$ cat src/rtl/ledarray_rx.sv
// Receiver for the LED-array 2-wire serial link: decodes commands and fills a 16x8 display RAM.
// Latency: pin to decode SYNC_STAGES+1 cycles; write strobe one cycle after the 8th bit; read port 1 cycle.
// Backpressure: none; the link cannot be stalled, every decoded event is acted on immediately.
//
// Ports:
//   CLK, i_reset            system clock and synchronous active-high reset
//   i_sclk, i_sdin          asynchronous serial pins (idle high, LSB first)
//   i_rd_addr / o_rd_data   registered display RAM read port
//   o_wr_valid/addr/data    one-cycle pulse describing each RAM write
//   o_disp_on, o_brightness display-control state
//   o_auto_inc              address pointer mode (1 = increment after each write)
//   o_frame_err             one-cycle pulse on any malformed or dropped byte
module ledarray_rx #(
  parameter int SYNC_STAGES      = 2,
  parameter bit DEFAULT_AUTO_INC = 1'b1
) (
  input  logic       CLK,
  input  logic       i_reset,
  input  logic       i_sclk,
  input  logic       i_sdin,
  input  logic [3:0] i_rd_addr,
  output logic [7:0] o_rd_data,
  output logic       o_wr_valid,
  output logic [3:0] o_wr_addr,
  output logic [7:0] o_wr_data,
  output logic       o_disp_on,
  output logic [2:0] o_brightness,
  output logic       o_auto_inc,
  output logic       o_frame_err
);

  typedef enum logic [1:0] {
    S_IDLE,
    S_CMD,
    S_DATA,
    S_DISCARD
  } state_e;

  // ---------------------------------------------------------------------------
  // Pin synchronisers and edge history.
  // Synchronisers clear to 0 so that after reset both lines rise together with
  // sclk, which can only ever look like a BIT (ignored in IDLE) and never like a
  // spurious START/STOP.
  // ---------------------------------------------------------------------------
  logic [SYNC_STAGES-1:0] sclk_sync_q;
  logic [SYNC_STAGES-1:0] sdin_sync_q;
  logic                   sclk_prev_q;
  logic                   sdin_prev_q;

  always_ff @(posedge CLK) begin
    if (i_reset) begin
      sclk_sync_q <= '0;
      sdin_sync_q <= '0;
      sclk_prev_q <= 1'b0;
      sdin_prev_q <= 1'b0;
    end else begin
      sclk_sync_q <= {sclk_sync_q[SYNC_STAGES-2:0], i_sclk};
      sdin_sync_q <= {sdin_sync_q[SYNC_STAGES-2:0], i_sdin};
      sclk_prev_q <= sclk_sync_q[SYNC_STAGES-1];
      sdin_prev_q <= sdin_sync_q[SYNC_STAGES-1];
    end
  end

  logic sclk_s;
  logic sdin_s;
  logic sclk_hi_stable;
  logic bit_ev;
  logic start_ev;
  logic stop_ev;

  assign sclk_s         = sclk_sync_q[SYNC_STAGES-1];
  assign sdin_s         = sdin_sync_q[SYNC_STAGES-1];
  // A rising sclk means sclk_prev_q is low, so a simultaneous sdin change can
  // never qualify as START/STOP: it is taken as a BIT with the new sdin.
  assign sclk_hi_stable = sclk_s & sclk_prev_q;
  assign bit_ev         = sclk_s & ~sclk_prev_q;
  assign start_ev       = sclk_hi_stable & sdin_prev_q & ~sdin_s;
  assign stop_ev        = sclk_hi_stable & ~sdin_prev_q & sdin_s;

  // ---------------------------------------------------------------------------
  // Frame decoder state
  // ---------------------------------------------------------------------------
  state_e      state_q,     state_d;
  logic [2:0]  bitcnt_q,    bitcnt_d;
  logic [7:0]  shift_q,     shift_d;
  logic [3:0]  ptr_q,       ptr_d;
  logic        auto_inc_q,  auto_inc_d;
  logic        disp_on_q,   disp_on_d;
  logic [2:0]  bright_q,    bright_d;
  logic        wr_valid_q,  wr_valid_d;
  logic [3:0]  wr_addr_q,   wr_addr_d;
  logic [7:0]  wr_data_q,   wr_data_d;
  logic        frame_err_q, frame_err_d;
  logic        ram_we;

  logic [7:0]  ram_q [16];
  logic [7:0]  rd_data_q;

  always_ff @(posedge CLK) begin
    if (i_reset) begin
      state_q     <= S_IDLE;
      bitcnt_q    <= 3'd0;
      shift_q     <= 8'h00;
      ptr_q       <= 4'd0;
      auto_inc_q  <= DEFAULT_AUTO_INC;
      disp_on_q   <= 1'b0;
      bright_q    <= 3'd0;
      wr_valid_q  <= 1'b0;
      wr_addr_q   <= 4'd0;
      wr_data_q   <= 8'h00;
      frame_err_q <= 1'b0;
    end else begin
      state_q     <= state_d;
      bitcnt_q    <= bitcnt_d;
      shift_q     <= shift_d;
      ptr_q       <= ptr_d;
      auto_inc_q  <= auto_inc_d;
      disp_on_q   <= disp_on_d;
      bright_q    <= bright_d;
      wr_valid_q  <= wr_valid_d;
      wr_addr_q   <= wr_addr_d;
      wr_data_q   <= wr_data_d;
      frame_err_q <= frame_err_d;
    end
  end

  always_comb begin
    state_d     = state_q;
    bitcnt_d    = bitcnt_q;
    shift_d     = shift_q;
    ptr_d       = ptr_q;
    auto_inc_d  = auto_inc_q;
    disp_on_d   = disp_on_q;
    bright_d    = bright_q;
    wr_valid_d  = 1'b0;
    wr_addr_d   = wr_addr_q;
    wr_data_d   = wr_data_q;
    frame_err_d = 1'b0;
    ram_we      = 1'b0;

    if (state_q == S_IDLE) begin
      // Only a START opens a frame; stray bits and stops are ignored.
      if (start_ev) begin
        state_d  = S_CMD;
        bitcnt_d = 3'd0;
      end
    end else if (start_ev) begin
      // Repeated start aborts the current frame.
      frame_err_d = (bitcnt_q != 3'd0);
      state_d     = S_CMD;
      bitcnt_d    = 3'd0;
    end else if (stop_ev) begin
      frame_err_d = (bitcnt_q != 3'd0);
      state_d     = S_IDLE;
      bitcnt_d    = 3'd0;
    end else if (bit_ev) begin
      shift_d[bitcnt_q] = sdin_s;
      // 3-bit counter wraps 7 -> 0, which is exactly the byte boundary.
      bitcnt_d = bitcnt_q + 3'd1;
      if (bitcnt_q == 3'd7) begin
        case (state_q)
          S_CMD: begin
            case (shift_d[7:6])
              2'b01: begin
                auto_inc_d = ~shift_d[2];
                state_d    = S_DISCARD;
              end
              2'b10: begin
                disp_on_d = shift_d[3];
                bright_d  = shift_d[2:0];
                state_d   = S_DISCARD;
              end
              2'b11: begin
                ptr_d   = shift_d[3:0];
                state_d = S_DATA;
              end
              default: begin
                frame_err_d = 1'b1;
                state_d     = S_DISCARD;
              end
            endcase
          end
          S_DATA: begin
            ram_we     = 1'b1;
            wr_valid_d = 1'b1;
            wr_addr_d  = ptr_q;
            wr_data_d  = shift_d;
            if (auto_inc_q) begin
              ptr_d = ptr_q + 4'd1;
            end
          end
          S_DISCARD: begin
            frame_err_d = 1'b1;
          end
          default: begin
          end
        endcase
      end
    end
  end

  // ---------------------------------------------------------------------------
  // Display RAM: write from the decoder, registered read. A read of the cell
  // being written in the same cycle returns the previous contents.
  // ---------------------------------------------------------------------------
  always_ff @(posedge CLK) begin
    if (i_reset) begin
      for (int i = 0; i < 16; i++) begin
        ram_q[i] <= 8'h00;
      end
    end else if (ram_we) begin
      ram_q[wr_addr_d] <= wr_data_d;
    end
  end

  always_ff @(posedge CLK) begin
    if (i_reset) begin
      rd_data_q <= 8'h00;
    end else begin
      rd_data_q <= ram_q[i_rd_addr];
    end
  end

  assign o_rd_data    = rd_data_q;
  assign o_wr_valid   = wr_valid_q;
  assign o_wr_addr    = wr_addr_q;
  assign o_wr_data    = wr_data_q;
  assign o_disp_on    = disp_on_q;
  assign o_brightness = bright_q;
  assign o_auto_inc   = auto_inc_q;
  assign o_frame_err  = frame_err_q;

endmodule

$ cat config.mk
export PLATFORM = sky130hd
export DESIGN_NAME = ledarray_rx
export DESIGN_NICKNAME = d
export VERILOG_FILES = /design/src/rtl/ledarray_rx.sv
export SDC_FILE = /design/constraint.sdc
export NUM_CORES = 1
export LEC_CHECK = 0
export CAP_MARGIN = 25
export CORE_MARGIN = 5
export CORE_UTILIZATION = 60
export DETAILED_ROUTE_END_ITERATION = 10
export PLACE_DENSITY_LB_ADDON = 0.25
export REMOVE_ABC_BUFFERS = 1
export SLEW_MARGIN = 20
export SYNTH_ARGS = -nofsm -noshare
export SYNTH_HDL_FRONTEND = slang
export SYNTH_SLANG_ARGS = --single-unit
export TNS_END_PERCENT = 30
$ cat constraint.sdc
create_clock -name CLK -period 4.6 [get_ports CLK]
set_input_delay 1.38 -clock CLK [delete_from_list [all_inputs] [get_ports CLK]]
set_output_delay 1.38 -clock CLK [all_outputs]
set_load 0.05 [all_outputs]
# ---- Word-level counts from Yosys, hierarchy flattened
# Memories as Yosys holds them, arrays and structs flattened. A register that Yosys moved wholly into a read port is not among the register bits.
# Index checks and enable logic that the tools add are counted.
dict set report word_totals {
  in_bits 8
  ramBits 128
  memories 1
  output_inout_bits 27
  register_bits 42
}
dict set report op_classes {
  reduce_logical 16
  n_mux 51
  eq_ne 10
  add_sub_neg 2
  n_bitwise 13
  order_cmp 2
}
# name words word_bits read_ports rd_clocked_by_memory_dff write_ports line
set memory_table {}
lappend memory_table {ram_q 16 8 1 1 16 96} ;# logic [7:0] ram_q [16];
# operator count
set op_table {}
lappend op_table {{2-to-1 mux 8 bit} 7}
lappend op_table {{2-to-1 mux 4 bit} 9}
lappend op_table {{2-to-1 mux 1 bit} 19}
lappend op_table {{2-to-1 mux 3 bit} 5}
lappend op_table {{2-to-1 mux 2 bit} 7}
lappend op_table {{AND reduction 7 bit} 2}
lappend op_table {{nonzero test 3 bit} 4}
lappend op_table {{bitwise mux 8 bit} 1}
lappend op_table {{== test 2 bit (second input constant)} 4}
lappend op_table {{case mux 4 bit (2 select lines)} 1}
lappend op_table {{AND reduction 4 bit} 2}
lappend op_table {{AND reduction 8 bit} 1}
lappend op_table {{OR reduction 8 bit} 1}
lappend op_table {{inverter 1 bit} 7}
lappend op_table {{AND 1 bit} 6}
lappend op_table {{inequality test 2 bit (second input constant)} 3}
lappend op_table {{adder 4 x 1 -> 4 bit (second input constant)} 1}
lappend op_table {{== test 2 x 1 -> 1 bit (second input constant)} 2}
lappend op_table {{< comparator 3 x 4 -> 1 bit (second input constant)} 1}
lappend op_table {{adder 3 x 1 -> 3 bit (second input constant)} 1}
lappend op_table {{demux 1 bit (select 3 bit)} 1}
lappend op_table {{== test 3 bit (second input constant)} 1}
lappend op_table {{>= comparator 3 x 1 -> 1 bit (second input constant)} 1}
lappend op_table {{OR reduction 3 bit} 1}
lappend op_table {{6 further kinds} 6}

# ---- Depth between registers and ports, before layout
dict set report depth {
  depth_word 13
  depth_mapped 9
  ltp_nobuf 7
}

# ---- Worst setup path after synthesis
# No wires, ideal clock.
dict set report synth_timing {
  path_kind {input -> register}
  start {input i_reset}
  end {memory ram_q[14][0] (enable)}
  setup_time_ns 0.334
  path_slack_ns 1.735
  required_ns 4.266
  stages 5
  arrival_time_ns 2.530
  cell_sequence {and2b_1 nand4b_4 nor3b_2 nand3_1 nand2b_1}
}
# element line
set synth_rtl {}
lappend synth_rtl {{from (decl)} 18} ;# input logic i_reset,
lappend synth_rtl {{to (decl)} 96}

==> flow_summary.toml <==
[worst_setup_path]
rrSetupSlack_ns = 1.55
start_kind = "input port"
reg2reg_to = "ram_q[10][7]$_SDFFCE_PN0P_"
critical_path_class = "input port to flip-flop"
ff2ff_path_depth = 8
cp.required_ns = 4.69
worstPathArrival_ns = 3.20
cp_slowest_stage_delay_ns = 0.48
cp-end-kind = "flip-flop"
critical_path.slowest_cell = "nor3b_2"
path_cells = "buf_2 > and2b_1 > nand4b_4 > nor3b_2 > nand3_1 > nand2b_1"
critPathTopFamily = "simple AND/OR/NAND/NOR gates"
crit_buf_inv = 1
cp_max_fo = 9
r2r-start = "bitcnt_q[1]$_SDFFE_PP0P_"

[flow_run]
maxCapViolCount = 0

[die]
die_h_um = 124
core-area_um2 = 12600
dieArea_um2 = 15300
num_rows = 41
die_w_um = 124
initial_core_util_pct = 61.3
io_pins = 35

[clocking]
cts_buffers = 17
cts_tree = "built"
path_clk_slew_ns = 0.06
clock_latency_ns = 0.43
post_cts_resize_count = 0
hold_buffers = 0
numClockSinks = 178
cts_setup_buffers = 0
clockBufferDepth = 2
cts-root-buf = "clkbuf_16"
cts_max_level = 4

[pwr]
power.leakage_nw = 3.02
pwr-share-clk_pct = 41.7
p_total_mw = 3.33
p_int_mw = 2.62
vdd.ir_drop.worst_uv = 258
swShare_pct = 21.2
powerDensity_nw_per_um2 = 379
p_switching_uw = 705
comb_power_share_pct = 4.8
power_frac_seq_pct = 53.5

[run_status]
status = "finished clean"

[worst_hold_path]
hold_depth = 1
worstHoldStart = "sclk_sync_q[0]$_SDFF_PP0_"
hold-path-endpoint = "sclk_sync_q[1]$_SDFF_PP0_"
min_path_type = "flip-flop to flip-flop"

[timing]
final.min_clock_period_ns = 3.11
rsz0062_at_grt = "false"
hold_viol_final = 0
period_share_pct = 67.6
setup_viol = 0
fmax_ghz = 0.322
maxSlewHeadroom_pct = 38.5
fin_setup_tns_ns = 0
tightest_slew_ns = 0.920
slew_violations = 0
final.setup_skew_ns = 0.0115

[placement]
gp_congestion = 0.896
hpwl_mm = 11.6
port_buffers = 34

[cells_and_area]
layout.nets = 637
area.growth.synth_to_final_pct = 13.5
final_common_cell = "nor2_1"
final_util_pct = 69.6
antenna_cells = 0
drive_above_1_share_pct = 13.9
n_fill_cell = 907
layout_common_cells = "nor2_1 (171), edfxtp_1 (128), dfxtp_1 (50)"

[routing]
wl_mm = 16.9
routedWlPerCell_um = 20.9
drt_iter0_markers = 451
antenna_left = 0
vias = 4875
drtPass1Iterations = 5
routed_via_density = 6.02
drc = 0

[synthesis]
syn_inst = 604
netlist_area_um2 = 7740
synth.avg_cell_area_um2 = 12.8
synth-simple-area-share_pct = 16.0
synth_top_family_by_area = "simple AND/OR/NAND/NOR gates"
synth.area.mux_share_pct = 13.2
post_synth_num_cell_types = 47
synth_fa_ha_area_share_pct = 0.647
synth_ff_type = "edfxtp_1"
yosys_register_bits = 178
synthArstFlopShare_pct = 0
seq_area_frac_synth_pct = 62.6
synth_compound_area_share_pct = 4.78
synth_xor_area_share_pct = 0.113
yosys_warnings = 0
synth-edff-count = 128

[grt]
grt_max_degree = 65
grt_remaining_overflow = 0
antenna_found_initial = 0
grt.total_usage_pct = 23.9
grt_pass1_vias = 4746
grt_pass1_wl_mm = 26.5
[cell usage after synthesis (3+ instances only)]
cell	count	area [µm²]
inv_1	3	11.3
nand3b_1	13	97.6
nand3_1	5	25.0
a21oi_1	12	60.1
a21oi_2	8	70.1
o22ai_1	8	50.1
o21ai_0	6	30.0
buf_2	14	70.1
nor2_1	171	642
nor2b_1	8	50.1
nor3b_1	5	37.5
mux4_2	32	721
o31ai_1	4	30.0
buf_4	5	37.5
nand4b_1	3	26.3
nand2_1	16	60.1
ha_1	4	50.1
mux2i_1	30	300
buf_1	3	11.3
edfxtp_1	128	3840
a211oi_1	6	45.0
nand2b_1	20	125
dfxtp_1	50	1000
clkbuf_1	20	75.1
nor3b_2	3	37.5
[metal layers]
| layer | GRT usage, % | vias to the layer above | share of wire, % | wire [µm] |
|---|---|---|---|---|
| li1 | - | 2236 | - | - |
| met4 | 9.69 | 0 | 2.5 | 423 |
| met2 | 38.4 | 219 | 49 | 8350 |
| met5 | 0 | - | 0 | 0 |
| met1 | 31.9 | 2391 | 40 | 6710 |
| met3 | 5.45 | 29 | 8.5 | 1440 |
[worst reg2reg max path: cells and delay by family, from the launching register on]
family | cells | cell delay, ns
compound gates | 1 | 0.62
fa+ha+maj | 2 | 0.47
buf+inv | 2 | 0.52
flops | 1 | 0.59
simple gates | 3 | 0.59
[cells by family after synthesis]
kind of cell | count (synthesis)
buffers and inverters | 45
multiplexers | 62
AO/OA/AOI/OAI | 55
flip-flops | 178
adder cells (fa/ha/maj) | 4
XOR/XNOR | 1
AND/OR/NAND/NOR | 259
[power by group through the flow]
| stage | logic, mW | registers, mW | clock network, mW |
|---|---|---|---|
| after detailed placement | 0.160 | 1.81 | 0 |
| after floorplan | 0.0804 | 1.82 | 0 |
| final | 0.160 | 1.78 | 1.39 |
| after global routing | 0.171 | 1.78 | 1.47 |
| after global placement | 0.156 | 1.81 | 0 |
| after CTS | 0.161 | 1.78 | 1.40 |
[through the flow]
| stage | hold WS [ns] | instances | setup slack (ns) | instance area, µm² |
|---|---|---|---|---|
| 6_report | 0.440 | 810 | 1.49 | 8790 |
| 5_1_grt | 0.472 | 810 | 1.35 | 8790 |
| 4_1_cts | 0.447 | 807 | 1.17 | 8730 |
| 3_5_place_dp | 0.429 | 775 | 1.07 | 8160 |
| 3_3_place_gp | 0.416 | 771 | 1.13 | 8110 |
| 2_1_floorplan | 0.414 | 562 | 1.74 | 7550 |
[area by class of cell]
| type | instances | area (µm²) | share of cell area (%) |
|---|---|---|---|
| clock buffers | 18 | 429 | 4.88 |
| flip-flops and latches | 178 | 4840 | 55.1 |
| well taps | 172 | 215 | 2.45 |
| clock inverters | 14 | 139 | 1.58 |
| repair buffers | 44 | 443 | 5.04 |
| inverters | 3 | 11.3 | 0.128 |
| multi-input cells | 381 | 2710 | 30.8 |
[how the worst max path moves through the flow]
stage,end,from,cells past startpoint,slack (ns)
finish,ram_q[14][0]$_SDFFCE_PN0P_,i_reset,6,1.49
global route,ram_q[14][4]$_SDFFCE_PN0P_,i_reset,6,1.35
CTS,ram_q[2][2]$_SDFFCE_PN0P_,bitcnt_q[1]$_SDFFE_PP0P_,6,1.17
detailed placement,ram_q[14][1]$_SDFFCE_PN0P_,i_reset,6,1.07
global placement,ram_q[14][7]$_SDFFCE_PN0P_,i_reset,6,1.13
floorplan,ram_q[14][0]$_SDFFCE_PN0P_,i_reset,5,1.74
[registers in the layout, indices dropped and copies added, names as in the netlist]
signal        cells
sclk_prev_q       1
o_rd_data         8
o_wr_data         8
ram_q           128
sdin_sync_q       2
bitcnt_q          3
o_auto_inc        1
sdin_prev_q       1
o_disp_on         1
ptr_q             4
o_frame_err       1
o_wr_addr         4
state_q           2
o_brightness      3
sclk_sync_q       2
shift_q           8
o_wr_valid        1
(Power assumes the default switching activity.)
